--- src/rtl/cp0_defs.sv ---
// Shared coprocessor-0 definitions for the interrupt responder.
// Holds the responder FSM encoding, the cp0 register addresses and the
// bit positions of the Status and Cause fields.
package cp0_defs;

  typedef enum logic [1:0] {
    ST_IDLE = 2'd0,
    ST_TAKE = 2'd1,
    ST_ACK  = 2'd2,
    ST_SVC  = 2'd3
  } irq_state_e;

  localparam logic [4:0] CP0_STATUS = 5'd12;
  localparam logic [4:0] CP0_CAUSE  = 5'd13;
  localparam logic [4:0] CP0_EPC    = 5'd14;

  localparam int STATUS_IE_BIT  = 0;
  localparam int STATUS_EXL_BIT = 1;
  localparam int CAUSE_IP_BIT   = 10;
  localparam int CAUSE_CNT_LSB  = 16;
  localparam int CAUSE_CNT_W    = 16;

endpackage

--- src/rtl/int_responder.sv ---
// Single-source interrupt responder with a minimal cp0 register file.
// Takes a level interrupt at an instruction boundary, redirects the PC to
// VECTOR, runs a four-phase Ireq/Iack handshake and returns to EPC on eret.
//
// Ports:
//   Clk_CPU, rst          clock, async active-high reset
//   Enable_i              CPU step enable; all state holds while low
//   Ireq / Iack           request level in, registered acknowledge out
//   inst_done, pc_next    instruction boundary and resume address
//   eret_i                return-from-exception executing
//   cp0_we/addr/wdata     cp0 register write; cp0_rdata combinational read
//   int_redirect          PC override strobe, redirect_pc its target
//   in_service            EXL; irq_count number of interrupts taken
module int_responder
  import cp0_defs::*;
#(
  parameter logic [31:0] VECTOR = 32'h0000_0004,
  parameter int          CNT_W  = 16
) (
  input  logic             Clk_CPU,
  input  logic             rst,
  input  logic             Enable_i,
  input  logic             Ireq,
  output logic             Iack,
  input  logic             inst_done,
  input  logic [31:0]      pc_next,
  input  logic             eret_i,
  input  logic             cp0_we,
  input  logic [4:0]       cp0_addr,
  input  logic [31:0]      cp0_wdata,
  output logic [31:0]      cp0_rdata,
  output logic             int_redirect,
  output logic [31:0]      redirect_pc,
  output logic             in_service,
  output logic [CNT_W-1:0] irq_count
);

  irq_state_e       state_q, state_d;
  logic             iack_q, iack_d;
  logic             redirect_q, redirect_d;
  logic [31:0]      redirect_pc_q, redirect_pc_d;
  logic             ie_q, ie_d;
  logic             exl_q, exl_d;
  logic [31:0]      epc_q, epc_d;
  logic [CNT_W-1:0] cnt_q, cnt_d;

  logic             take;
  logic             eret_go;

  // Decisions use register values from before this cycle's cp0 write,
  // so a same-cycle Status write only affects later boundaries.
  assign take    = (state_q == ST_IDLE) && Ireq && ie_q && inst_done;
  assign eret_go = (state_q == ST_SVC) && eret_i && inst_done;

  always_comb begin
    state_d       = state_q;
    iack_d        = iack_q;
    redirect_d    = redirect_q;
    redirect_pc_d = redirect_pc_q;
    ie_d          = ie_q;
    exl_d         = exl_q;
    epc_d         = epc_q;
    cnt_d         = cnt_q;

    if (Enable_i) begin
      redirect_d = 1'b0;

      // Software writes first; hardware updates below override them.
      if (cp0_we && cp0_addr == CP0_STATUS) ie_d  = cp0_wdata[STATUS_IE_BIT];
      if (cp0_we && cp0_addr == CP0_EPC && !eret_go) epc_d = cp0_wdata;

      unique case (state_q)
        ST_IDLE: begin
          if (take) begin
            state_d       = ST_TAKE;
            iack_d        = 1'b1;
            exl_d         = 1'b1;
            epc_d         = pc_next;
            redirect_d    = 1'b1;
            redirect_pc_d = VECTOR;
            cnt_d         = cnt_q + CNT_W'(1);
          end
        end
        ST_TAKE: state_d = ST_ACK;
        ST_ACK: begin
          // Requester drops Ireq after seeing Iack; we then release Iack.
          if (!Ireq) begin
            state_d = ST_SVC;
            iack_d  = 1'b0;
          end
        end
        ST_SVC: begin
          if (eret_go) begin
            state_d       = ST_IDLE;
            exl_d         = 1'b0;
            redirect_d    = 1'b1;
            redirect_pc_d = epc_q;
          end
        end
        default: state_d = ST_IDLE;
      endcase
    end
  end

  always_ff @(posedge Clk_CPU or posedge rst) begin
    if (rst) begin
      state_q       <= ST_IDLE;
      iack_q        <= 1'b0;
      redirect_q    <= 1'b0;
      redirect_pc_q <= '0;
      ie_q          <= 1'b0;
      exl_q         <= 1'b0;
      epc_q         <= '0;
      cnt_q         <= '0;
    end else begin
      state_q       <= state_d;
      iack_q        <= iack_d;
      redirect_q    <= redirect_d;
      redirect_pc_q <= redirect_pc_d;
      ie_q          <= ie_d;
      exl_q         <= exl_d;
      epc_q         <= epc_d;
      cnt_q         <= cnt_d;
    end
  end

  // Widen then slice so the Cause count field is zero-extended or
  // truncated to 16 bits for any CNT_W.
  logic [CNT_W+CAUSE_CNT_W-1:0] cnt_wide;
  assign cnt_wide = {{CAUSE_CNT_W{1'b0}}, cnt_q};

  always_comb begin
    cp0_rdata = '0;
    unique case (cp0_addr)
      CP0_STATUS: begin
        cp0_rdata[STATUS_IE_BIT]  = ie_q;
        cp0_rdata[STATUS_EXL_BIT] = exl_q;
      end
      CP0_CAUSE: begin
        cp0_rdata[CAUSE_IP_BIT]                      = Ireq;
        cp0_rdata[CAUSE_CNT_LSB +: CAUSE_CNT_W]      = cnt_wide[CAUSE_CNT_W-1:0];
      end
      CP0_EPC: cp0_rdata = epc_q;
      default: cp0_rdata = '0;
    endcase
  end

  assign Iack         = iack_q;
  assign int_redirect = redirect_q;
  assign redirect_pc  = redirect_pc_q;
  assign in_service   = exl_q;
  assign irq_count    = cnt_q;

endmodule

--- config.mk ---
export PLATFORM = sky130hd
export DESIGN_NAME = int_responder
export DESIGN_NICKNAME = d
export VERILOG_FILES = /design/src/rtl/cp0_defs.sv /design/src/rtl/int_responder.sv
export SDC_FILE = /design/constraint.sdc
export NUM_CORES = 1
export LEC_CHECK = 0
export BUFFER_PORTS_ARGS = -buffer_cell sky130_fd_sc_hd__buf_4
export CAP_MARGIN = 15
export CORE_MARGIN = 4
export CORE_UTILIZATION = 32
export DETAILED_ROUTE_END_ITERATION = 7
export MAX_ROUTING_LAYER = met4
export PLACE_DENSITY = 0.6
export SLEW_MARGIN = 30
export SYNTH_ARGS = -nofsm -noshare
export SYNTH_HDL_FRONTEND = slang
export SYNTH_SLANG_ARGS = --single-unit
--- constraint.sdc ---
create_clock -name Clk_CPU -period 4.8 [get_ports Clk_CPU]
set_input_delay 0.48 -clock Clk_CPU [delete_from_list [all_inputs] [get_ports Clk_CPU]]
set_output_delay 0.48 -clock Clk_CPU [all_outputs]
set_load 0.03 [all_outputs]
==> run summary <==
fin crit period: 2770 ps
min-delay worst type: in2async
hold_buf cts: 0
Rel. slew slack: 37.3%
RSZ-0062 raised after global routing: no
pwr dens: 478 nW/um2
number of H-tree levels: 3
placed inst area: 5320 um2
worst ir drop on vdd: 0.238 mV
final std cells w/o fill: 681
DR DRC count: 0
status: complete, no violations
RePlAce Congestion: 0.771
post-synthesis cell count: 356
Max Buffers Root-to-Sink: 2
Crit Path Max Fanout: 22
Critical Path End Type: output port
Die Wd: 120 um
Post-CTS Resized: 0
maximum clock frequency: 361 MHz
Post-CTS Setup Bufs: 0
core area: 12100 um2
Num CTS Buffers: 9
Ys Warns: 0
# port buffers: 158
Via density: 4.94
TritonCTS clock tree: built
Initial DRC Count: 229
Final Cell Area: 5630 um2
post-synth top area cell: dfrtp_1
DIE HEIGHT: 120 um
CP Launch Type: primary input
grt ovf: 0
Synth area leaders: dfrtp_1 54%, a22o_1 11%, o22ai_2 5.9%
DRT Pass-1 Iters: 4
layout cells sized above 1: 41.5%
ys async rst share: 100%
Site Rows: 40
antenna cells: 0
Routed wire per std cell: 17.3 um
Ports: 159
fin util: 46.5%
leak pwr: 2.89 nW
Req. time, crit path: 4320 ps
via count: 3366
sequential element share of the synthesized area: 53.8%
clk slew on worst S/H paths: 60 ps
Yosys reg bits: 86
share of the synthesized area in the top cell type: 53.8%
setup TNS: 0 ps
met3 wire len: 709 um
first-pass GRT wire length: 18.9 mm
Least-Margin Pin Slew: 937 ps
clock tree sinks: 86
final setup vio count: 0
max-cap viol count: 0
antenna violations before repair: 0
Die ar.: 14300 um2
Most used DFF post-synth: dfrtp_1
EDFF count, synth: 0
Initial Util: 33.0%
Final Max Tran Viols: 0
GRT Total Usage: 17.1%
Syn Nets: 436
vias in the first global route: 3472
clock root buffer: clkbuf_16
Post-DP HPWL: 8.41 mm
wire length on met2: 5.65 mm
Final Cycle Share: 57.7%
synthesized cell area: 4000 um2
top routing layer used: met4
Setup CP Type: in2out
syn avg cell area: 11.2 um2
Worst EP arrival: 2290 ps
wire length on met1: 5.39 mm
Clock Latency Late Sink: 330 ps
Cell variety after synth: 37
Placed Cells: 664
area grow syn2layout: 40.8%
final WL: 11.8 mm
pin count of the biggest net entering global routing: 45
Post-layout nets: 588
Layout Skew: 6.23 ps
Hold Fails Final Rpt: 0
Post-DRT Antenna Nets: 0
worst paths after layout:
path                       slack, ps                   startpoint  depth (start not counted)                     endpoint
max in group asynchronous       3520                          rst                          3  redirect_pc[26]$_DFFE_PP0P_
hold / removal                   250                          rst                          2   redirect_pc[3]$_DFFE_PP0P_
setup reg to reg                2170       state_q[0]$_DFFE_PP0P_                          6   redirect_pc[5]$_DFFE_PP0P_
setup / recovery                2030                  cp0_addr[4]                          6                cp0_rdata[30]
min in group Clk_CPU             400                 cp0_wdata[0]                          2             ie_q$_DFFE_PP0P_
hold reg to reg                  500  redirect_pc[29]$_DFFE_PP0P_                          1  redirect_pc[29]$_DFFE_PP0P_
layout by cell type (no fill, tap or decap), types with 2 or more instances in the layout:
master / netlist / final
a21oi_1: 32 / 32
a22o_1: 49 / 49
and2_1: 14 / 14
and3_1: 4 / 4
and4_1: 3 / 3
buf_4: 1 / 163
clkbuf_16: 0 / 9
clkinv_2: 0 / 2
clkinv_4: 0 / 2
clkinvlp_4: 0 / 2
dfrtp_1: 86 / 86
ha_1: 4 / 4
inv_1: 38 / 37
mux2_2: 3 / 3
nand2_1: 14 / 13
nand3_1: 8 / 8
nand3b_1: 3 / 3
nand4_1: 4 / 4
nor2_1: 4 / 3
nor2b_1: 2 / 2
nor3_1: 3 / 3
nor3b_2: 1 / 2
o21ai_0: 3 / 3
o22ai_1: 12 / 12
o22ai_2: 19 / 19
xnor2_1: 10 / 10
xor2_1: 5 / 5
final cells by class:
| class | count | area, um2 |
|---|---|---|
| fillers | 1173 | 6480 |
| flip-flops and latches | 86 | 2150 |
| multi-input cells | 209 | 1590 |
| repair buffers | 164 | 1250 |
| clock buffers | 10 | 239 |
| well taps | 168 | 210 |
| inverters | 38 | 144 |
| clock inverters | 6 | 46.3 |
stage by stage:
step           setup WS (ps)  hold WS [ps]  power, mW
6_report                2030           250       2.69
5_1_grt                 1890           303       2.84
4_1_cts                 2030           263       2.71
3_5_place_dp            2030           486       2.04
3_3_place_gp            2060           485       2.01
2_1_floorplan           2100           487       1.64
cell usage after synthesis (2+ instances only):
| cell type | instances |
|---|---|
| o22ai_1 | 12 |
| nor3_1 | 3 |
| nor2_1 | 4 |
| nand2_1 | 14 |
| and4_1 | 3 |
| a22o_1 | 49 |
| xor2_1 | 5 |
| nor3b_1 | 2 |
| xnor2_1 | 10 |
| nand3b_1 | 3 |
| and2_1 | 14 |
| ha_1 | 4 |
| buf_6 | 5 |
| inv_1 | 38 |
| nor2b_1 | 2 |
| clkbuf_1 | 10 |
| and3_1 | 4 |
| o22ai_2 | 19 |
| dfrtp_1 | 86 |
| nand4_1 | 4 |
| o21ai_0 | 3 |
| a21oi_1 | 32 |
| buf_2 | 7 |
| nand3_1 | 8 |
| mux2_2 | 3 |
registers in the layout, indices dropped and copies added (netlist names):
name,cells
Iack,1
epc_q,32
ie_q,1
in_service,1
int_redirect,1
irq_count,16
redirect_pc,32
state_q,2
worst max-delay path, cell delays in order:
cell      delay, ps
buf_4           100
nand3b_1        260
nor3b_2         700
buf_4           390
a22o_1          190
buf_4           150
power by group:
group	switching [mW]	leakage [nW]	internal (mW)
logic	0.525	1.73	0.396
clock network	0.290	0.135	0.367
registers	0.166	1.02	0.945
total	0.981	2.89	1.71
layer usage:
metal  global-route usage, %  up-vias
met3                    4.43        6
met2                    27.8      127
met1                    21.8     1651
met4                    3.29        0
li1                        -     1582
met5                       -        -
logic make-up after synthesis:
group,after synthesis,share of synthesized area [%]
AO/OA/AOI/OAI,120,23.9
flip-flops,86,53.8
AND/OR/NAND/NOR,67,9.92
buffers and inverters,61,6.98
XOR/XNOR,15,3.29
adder cells (fa/ha/maj),4,1.25
multiplexers,3,0.845
Power figures use the tool's default switching activity.
